File: src/rtl/hkspi_slave_sync.sv
// hkspi_slave_sync: housekeeping SPI slave (mode 0, MSB first) sampled in the
// system clock domain. Decodes stream and n-byte read / write / read-write
// commands and drives a byte-wide register bus with one-clock strobes.
// Optional flash pass-through is compiled in when HKSPI_PASSTHRU_EN is defined;
// without it command 0xC4 is ignored and the pt_* outputs sit at idle levels.
//
// Handshake: reg_we and reg_re are single-clock strobes that never coincide.
// reg_we carries reg_addr/reg_wdata in the same clock. After reg_re the
// register file presents reg_rdata on the following clock, where it is
// captured into the SDO shift register.
module hkspi_slave_sync #(
  parameter int ADDR_WIDTH  = 8,
  parameter int NUM_REGS    = 19,
  parameter int SYNC_STAGES = 2
) (
  input  logic                  clock,
  input  logic                  reset,
  input  logic                  spi_sck,
  input  logic                  spi_csb,
  input  logic                  spi_sdi,
  output logic                  spi_sdo,
  output logic                  spi_sdo_oe,
  output logic [ADDR_WIDTH-1:0] reg_addr,
  output logic [7:0]            reg_wdata,
  output logic                  reg_we,
  output logic                  reg_re,
  input  logic [7:0]            reg_rdata,
  output logic                  busy,
  output logic                  pt_active,
  output logic                  pt_sck,
  output logic                  pt_csb,
  output logic                  pt_sdo,
  input  logic                  pt_sdi
);

  typedef enum logic [2:0] {
    ST_IDLE     = 3'd0,
    ST_CMD      = 3'd1,
    ST_ADDR     = 3'd2,
    ST_DATA     = 3'd3,
    ST_PASSTHRU = 3'd4,
    ST_IGNORE   = 3'd5
  } state_t;

`ifdef HKSPI_PASSTHRU_EN
  localparam bit PT_EN = 1'b1;
`else
  localparam bit PT_EN = 1'b0;
`endif

  localparam logic [ADDR_WIDTH-1:0] LAST_ADDR = ADDR_WIDTH'(NUM_REGS - 1);

  // Synchroniser chains and previous-value flops for edge detection
  logic [SYNC_STAGES-1:0] sck_sync_q;
  logic [SYNC_STAGES-1:0] csb_sync_q;
  logic [SYNC_STAGES-1:0] sdi_sync_q;
  logic                   sck_prev_q;
  logic                   csb_prev_q;

  // Protocol state
  state_t                 state_q;
  logic [2:0]             bit_cnt_q;
  logic [6:0]             shift_in_q;
  logic [7:0]             sdo_shift_q;
  logic [ADDR_WIDTH-1:0]  addr_q;
  logic [7:0]             wdata_q;
  logic                   we_q;
  logic                   re_q;
  logic                   wr_mode_q;
  logic                   rd_mode_q;
  logic [2:0]             nbyte_q;
  logic [2:0]             byte_cnt_q;
  logic                   step_q;      // byte boundary follow-up pending
  logic                   step_inc_q;  // follow-up advances the address
  logic                   load_q;      // reg_rdata is valid this clock
  logic                   busy_q;
  logic                   pt_active_q;

  // Derived combinational values
  logic                   sck_s;
  logic                   csb_s;
  logic                   sdi_s;
  logic                   sck_rise;
  logic                   sck_fall;
  logic                   csb_fall;
  logic                   csb_rise;
  logic                   in_frame;
  logic                   byte_done;
  logic [7:0]             rx_byte_d;
  logic [ADDR_WIDTH-1:0]  addr_next_d;
  logic                   cmd_valid_d;
  logic                   cmd_pt_d;
  logic                   last_byte_d;
  logic                   data_oe;

  assign sck_s = sck_sync_q[SYNC_STAGES-1];
  assign csb_s = csb_sync_q[SYNC_STAGES-1];
  assign sdi_s = sdi_sync_q[SYNC_STAGES-1];

  assign sck_rise = sck_s & ~sck_prev_q;
  assign sck_fall = ~sck_s & sck_prev_q;
  assign csb_fall = ~csb_s & csb_prev_q;
  assign csb_rise = csb_s & ~csb_prev_q;

  assign in_frame  = (state_q == ST_CMD) || (state_q == ST_ADDR) || (state_q == ST_DATA);
  assign byte_done = sck_rise && (bit_cnt_q == 3'd7);
  assign rx_byte_d = {shift_in_q, sdi_s};

  // Auto-increment wraps to 0 at the last implemented register; any address
  // loaded at or beyond it also wraps to 0 on its first increment.
  assign addr_next_d = (addr_q >= LAST_ADDR) ? '0 : addr_q + ADDR_WIDTH'(1);

  // Valid transfer commands are mmnnn000 with mm != 00 (0x00 is ignored).
  assign cmd_valid_d = (rx_byte_d[2:0] == 3'b000) && (rx_byte_d[7:6] != 2'b00);
  assign cmd_pt_d    = PT_EN && (rx_byte_d == 8'hC4);

  // Final byte of an n-byte transfer: no further address step or prefetch.
  assign last_byte_d = (nbyte_q != 3'd0) && (byte_cnt_q == 3'd1);

  assign data_oe = (state_q == ST_DATA) && rd_mode_q;

  // Pad synchronisers; CSB idles high so no false fall is seen after reset
  always_ff @(posedge clock or posedge reset) begin
    if (reset) begin
      sck_sync_q <= '0;
      csb_sync_q <= '1;
      sdi_sync_q <= '0;
      sck_prev_q <= 1'b0;
      csb_prev_q <= 1'b1;
    end else begin
      sck_sync_q <= {sck_sync_q[SYNC_STAGES-2:0], spi_sck};
      csb_sync_q <= {csb_sync_q[SYNC_STAGES-2:0], spi_csb};
      sdi_sync_q <= {sdi_sync_q[SYNC_STAGES-2:0], spi_sdi};
      sck_prev_q <= sck_s;
      csb_prev_q <= csb_s;
    end
  end

  // Protocol FSM with registered strobes, address and SDO shift register
  always_ff @(posedge clock or posedge reset) begin
    if (reset) begin
      state_q     <= ST_IDLE;
      bit_cnt_q   <= 3'd0;
      shift_in_q  <= 7'd0;
      sdo_shift_q <= 8'd0;
      addr_q      <= '0;
      wdata_q     <= 8'd0;
      we_q        <= 1'b0;
      re_q        <= 1'b0;
      wr_mode_q   <= 1'b0;
      rd_mode_q   <= 1'b0;
      nbyte_q     <= 3'd0;
      byte_cnt_q  <= 3'd0;
      step_q      <= 1'b0;
      step_inc_q  <= 1'b0;
      load_q      <= 1'b0;
      busy_q      <= 1'b0;
      pt_active_q <= 1'b0;
    end else begin
      we_q   <= 1'b0;
      re_q   <= 1'b0;
      step_q <= 1'b0;
      load_q <= 1'b0;
      busy_q <= ~csb_s;

      // Boundary follow-up: advance address, then fetch the next read byte
      if (step_q) begin
        if (step_inc_q) addr_q <= addr_next_d;
        if (rd_mode_q) re_q <= 1'b1;
      end
      if (re_q) load_q <= 1'b1;

      // The fall right after a byte boundary (bit count 0) must not shift,
      // otherwise the freshly loaded MSB would be lost before it is sampled.
      if (load_q) begin
        sdo_shift_q <= reg_rdata;
      end else if (sck_fall && (state_q == ST_DATA) && (bit_cnt_q != 3'd0)) begin
        sdo_shift_q <= {sdo_shift_q[6:0], 1'b0};
      end

      if (sck_rise && in_frame) begin
        shift_in_q <= rx_byte_d[6:0];
        bit_cnt_q  <= bit_cnt_q + 3'd1;
      end

      if (csb_rise) begin
        // End of frame from any state; a partial byte is simply dropped
        state_q     <= ST_IDLE;
        bit_cnt_q   <= 3'd0;
        step_q      <= 1'b0;
        re_q        <= 1'b0;
        load_q      <= 1'b0;
        sdo_shift_q <= 8'd0;
        pt_active_q <= 1'b0;
      end else begin
        case (state_q)
          ST_IDLE: begin
            if (csb_fall) begin
              state_q     <= ST_CMD;
              bit_cnt_q   <= 3'd0;
              addr_q      <= '0;
              sdo_shift_q <= 8'd0;
            end
          end
          ST_CMD: begin
            if (byte_done) begin
              if (cmd_pt_d) begin
                state_q     <= ST_PASSTHRU;
                pt_active_q <= 1'b1;
              end else if (cmd_valid_d) begin
                state_q    <= ST_ADDR;
                wr_mode_q  <= rx_byte_d[7];
                rd_mode_q  <= rx_byte_d[6];
                nbyte_q    <= rx_byte_d[5:3];
                byte_cnt_q <= rx_byte_d[5:3];
              end else begin
                state_q <= ST_IGNORE;
              end
            end
          end
          ST_ADDR: begin
            if (byte_done) begin
              // First read uses the address as received, no increment
              addr_q     <= ADDR_WIDTH'(rx_byte_d);
              state_q    <= ST_DATA;
              step_q     <= rd_mode_q;
              step_inc_q <= 1'b0;
            end
          end
          ST_DATA: begin
            if (byte_done) begin
              if (wr_mode_q) begin
                we_q    <= 1'b1;
                wdata_q <= rx_byte_d;
              end
              if (nbyte_q != 3'd0) byte_cnt_q <= byte_cnt_q - 3'd1;
              if (last_byte_d) begin
                state_q <= ST_IGNORE;
              end else begin
                step_q     <= 1'b1;
                step_inc_q <= 1'b1;
              end
            end
          end
          ST_PASSTHRU: begin
            // Held until CSB rises; pads are routed combinationally
          end
          ST_IGNORE: begin
            // Held until CSB rises; no strobes, output disabled
          end
          default: begin
            state_q <= ST_IDLE;
          end
        endcase
      end
    end
  end

  assign reg_addr  = addr_q;
  assign reg_wdata = wdata_q;
  assign reg_we    = we_q;
  assign reg_re    = re_q;
  assign busy      = busy_q;
  assign pt_active = pt_active_q;

`ifdef HKSPI_PASSTHRU_EN
  // Raw pad routing to the flash while pass-through is active
  assign pt_sck     = pt_active_q & spi_sck;
  assign pt_csb     = pt_active_q ? spi_csb : 1'b1;
  assign pt_sdo     = pt_active_q & spi_sdi;
  assign spi_sdo    = pt_active_q ? pt_sdi : (data_oe & sdo_shift_q[7]);
  assign spi_sdo_oe = pt_active_q | data_oe;
`else
  logic unused_pt_sdi;
  assign unused_pt_sdi = pt_sdi;
  assign pt_sck     = 1'b0;
  assign pt_csb     = 1'b1;
  assign pt_sdo     = 1'b0;
  assign spi_sdo    = data_oe & sdo_shift_q[7];
  assign spi_sdo_oe = data_oe;
`endif

endmodule

File: config.mk
export PLATFORM = sky130hd
export DESIGN_NAME = hkspi_slave_sync
export DESIGN_NICKNAME = d
export VERILOG_FILES = /design/src/rtl/hkspi_slave_sync.sv
export SDC_FILE = /design/constraint.sdc
export NUM_CORES = 1
export LEC_CHECK = 0
export BUFFER_PORTS_ARGS = -buffer_cell sky130_fd_sc_hd__buf_2
export CAP_MARGIN = 0
export CORE_AREA = 2 2 65 79
export DETAILED_ROUTE_END_ITERATION = 8
export DIE_AREA = 0 0 67 81
export GPL_ROUTABILITY_DRIVEN = 0
export GPL_TIMING_DRIVEN = 0
export PLACE_DENSITY = 0.86
export SKIP_CTS_REPAIR_TIMING = 1
export SYNTH_ARGS = -nofsm -noshare
export SYNTH_HDL_FRONTEND = slang
export SYNTH_SLANG_ARGS = --single-unit
File: constraint.sdc
create_clock -name clock -period 3.34 [get_ports clock]
set_input_delay 0 -clock clock [delete_from_list [all_inputs] [get_ports clock]]
set_output_delay 0 -clock clock [all_outputs]
set_load 0.02 [all_outputs]
==> results.ini <==
[logic_synthesis]
ys_warn_count = 0
yosys.area.top_type = dfrtp_1
yosysUniqueCellTypes = 52
syn_avg_cell_area_um2 = 11.7
ys_top_cells_by_area = dfrtp_1 51%, mux2_2 7.7%, ha_1 4.1%, mux2i_1 3.6%, dfstp_2 2.9%
ys_seq_area_frac = 0.536
syn_inst = 237
synth_edf_count = 0
synthArstFlopShare = 1.00
synth_flop_cell = dfrtp_1
yosys_register_bits = 59
yosysTopAreaCellShare = 0.507
synth_area_um2 = 2760

[setup_path]
cp.depth = 7
crit_path_start_kind = flop
crit_required_ns = 3.56
timing_worst_setup_path_type = flop to flop
path_buf_inv = 3
r2r_start = csb_prev_q$_DFF_PP1_
r2r_end = reg_wdata[4]$_DFFE_PP0P_
cp_slowest_cell = dfstp_2
reg2reg_depth = 7
critical_path.max_fanout = 9
cp_top_family = simple AND/OR/NAND/NOR gates
critical_path.cell_chain = inv_1 > ha_1 > clkbuf_1 > and4bb_2 > and3_1 > buf_2 > mux2_2
cp-endpoint = reg_wdata[4]$_DFFE_PP0P_
crit_arrival_ns = 2.47
r2r_setup_slack_ns = 1.09
slowest_delay_ns = 0.53
endpoint_kind = flop
startpoint = csb_prev_q$_DFF_PP1_

[route]
first_pass_iters = 4
initialDrtViolationCount = 86
wl_per_cell_um = 15.8
wl_um = 5710
vias = 2031
drc = 0
vias_per_cell = 5.63
detail-route-antenna-nets = 0

[floorplan]
row_count = 28
dieArea_um2 = 5430
ios = 39
die_w_um = 67
start_util = 0.580
die_h_um = 81
core_um2 = 4760

[timing]
slew_violations = 0
hold_viol = 0
tns_ns = 0
rsz0062_at_grt = false
fin_skew_ns = 0.00841
period_share = 0.674
final-setup-viol-count = 0
whs_ns = 0.218
timing.final.ws_setup_ns = 1.09
fmax_mhz = 444
fin_crit_ns = 2.25

[finish]
final_cells = 361
antenna_cells = 0
areaGrowthSynthToFinish_pct = 21.1
final_nets = 319
drive_gt1_frac = 0.299
final_core_util = 0.702
stdcell_area_um2 = 3340

[power_and_ir_drop]
p_total_mw = 1.62
p_leak_nw = 1.63
pwr-share-comb = 0.094
p_switching_mw = 0.418
ir_drop_v = 0.000395
p_sw_frac = 0.258
pwr-share-clk = 0.386
p_per_area_nw_per_um2 = 485
p_int_mw = 1.21
seq_power_share = 0.520

[outcome]
status = finished, final reports clean

[cts]
cts.sinks = 59
clk_latency_ns = 0.34
cts_tree = yes
root_buffer = clkbuf_8
cts_buffer_depth = 2
clk_pin_slew_ns = 0.07
numCtsBuffers = 9
h-tree-depth = 3

[placement]
dp_hpwl_um = 3800
post-place-ws_ns = 1.10
port_buffers = 33
place_inst = 333
placed_cell_area_um2 = 3030

[grt]
grt_overflow_total = 0
grt_usage = 0.227
grt_pass1_vias = 1978
grt_max_degree = 39
grt_pass1_wl_um = 8960
antenna_found_initial = 0

[run]
cap_violations = 0

[hold_path]
hold_path_class = input port to asynchronous set/reset pin

power by group through the flow:
stage	clock network [mW]	registers, mW	logic [mW]
6_report	0.627	0.844	0.153
5_1_grt	0.674	0.851	0.173
4_1_cts	0.640	0.842	0.145
3_5_place_dp	0	0.854	0.142
3_3_place_gp	0	0.848	0.133
2_1_floorplan	0	0.820	0.109
logic make-up (layout without fill, tap and decap cells):
| group | count (synthesis) | in the layout | synth area share |
|---|---|---|---|
| AND/OR/NAND/NOR | 65 | 65 | 0.129 |
| flip-flops | 59 | 59 | 0.536 |
| AO/OA/AOI/OAI | 39 | 39 | 0.108 |
| multiplexers | 30 | 30 | 0.118 |
| buffers and inverters | 27 | 89 | 0.0466 |
| adder cells (fa/ha/maj) | 9 | 9 | 0.0408 |
| XOR/XNOR | 6 | 6 | 0.0190 |
| other | 2 | 4 | 0.00272 |
placed cells by master (no fill, tap or decap), types with 6 or more instances in the layout:
master / count
clkbuf_1: 6
a211oi_1: 8
clkbuf_8: 10
nand2_1: 11
dlygate4sd3_1: 12
nor2_1: 21
mux2_2: 19
inv_1: 11
buf_2: 37
buf_4: 6
mux2i_1: 10
ha_1: 9
dfrtp_1: 56
o21ai_1: 6
state kept, by name, indices dropped and copies added, names as in the netlist, 3 cells and up:
| register | count |
|---|---|
| reg_wdata | 8 |
| reg_addr | 8 |
| sdo_shift_q | 8 |
| state_q | 3 |
| bit_cnt_q | 3 |
| nbyte_q | 3 |
| shift_in_q | 7 |
| byte_cnt_q | 3 |
metal layers:
metal	part of all wire	vias to the layer above	GRT usage
met1	0.40	997	0.259
met4	0.026	0	0.141
met3	0.043	14	0.0374
li1	-	954	-
met5	0	-	0
met2	0.54	66	0.390
cell type report:
| type | instances | area, um^2 |
|---|---|---|
| Sequential cell | 59 | 1480 |
| Fill cell | 343 | 1420 |
| Multi-Input combinational cell | 153 | 1160 |
| Timing Repair Buffer | 46 | 305 |
| Clock buffer | 11 | 141 |
| Buffer | 15 | 83.8 |
| Tap cell | 60 | 75.1 |
| Clock inverter | 5 | 52.6 |
| Inverter | 12 | 45.0 |
Yosys cell counts, types with 2 or more instances:
cell type  count
a211oi_1       8
a21oi_1        3
a22o_1         4
and2_1         5
and3_1         4
buf_2          4
buf_4          6
clkbuf_1       5
conb_1         2
dfrtp_1       56
dfstp_2        3
ha_1           9
inv_1         12
mux2_2        19
mux2i_1       10
nand2_1       11
nand4_1        2
nor2_1        21
nor2b_1        3
nor3_1         4
nor4_1         2
o21ai_0        3
o21ai_1        6
o2bb2ai_1      2
or3b_2         2
xnor2_1        4
xor2_1         2
worst reg2reg max path, cell delays in order, from the launching register on:
cell and delay [ns]:
dfstp_2 0.53, inv_1 0.04, ha_1 0.17, clkbuf_1 0.18, and4bb_2 0.43, and3_1 0.19, buf_2 0.23, mux2_2 0.37
worst min path at each step:
stage,from,to,slack (ns),cells past startpoint
6_report,reset,sdi_sync_q[0]$_DFF_PP0_,0.22,3
5_1_grt,reset,reg_wdata[5]$_DFFE_PP0P_,0.28,3
4_1_cts,reset,reg_wdata[5]$_DFFE_PP0P_,-0.32,2
3_5_place_dp,reset,reg_wdata[7]$_DFFE_PP0P_,0.04,2
3_3_place_gp,spi_csb,csb_sync_q[0]$_DFF_PP1_,0.11,1
2_1_floorplan,spi_csb,csb_sync_q[0]$_DFF_PP1_,0.004,0
No activity file was read; power rests on OpenSTA's default activity.
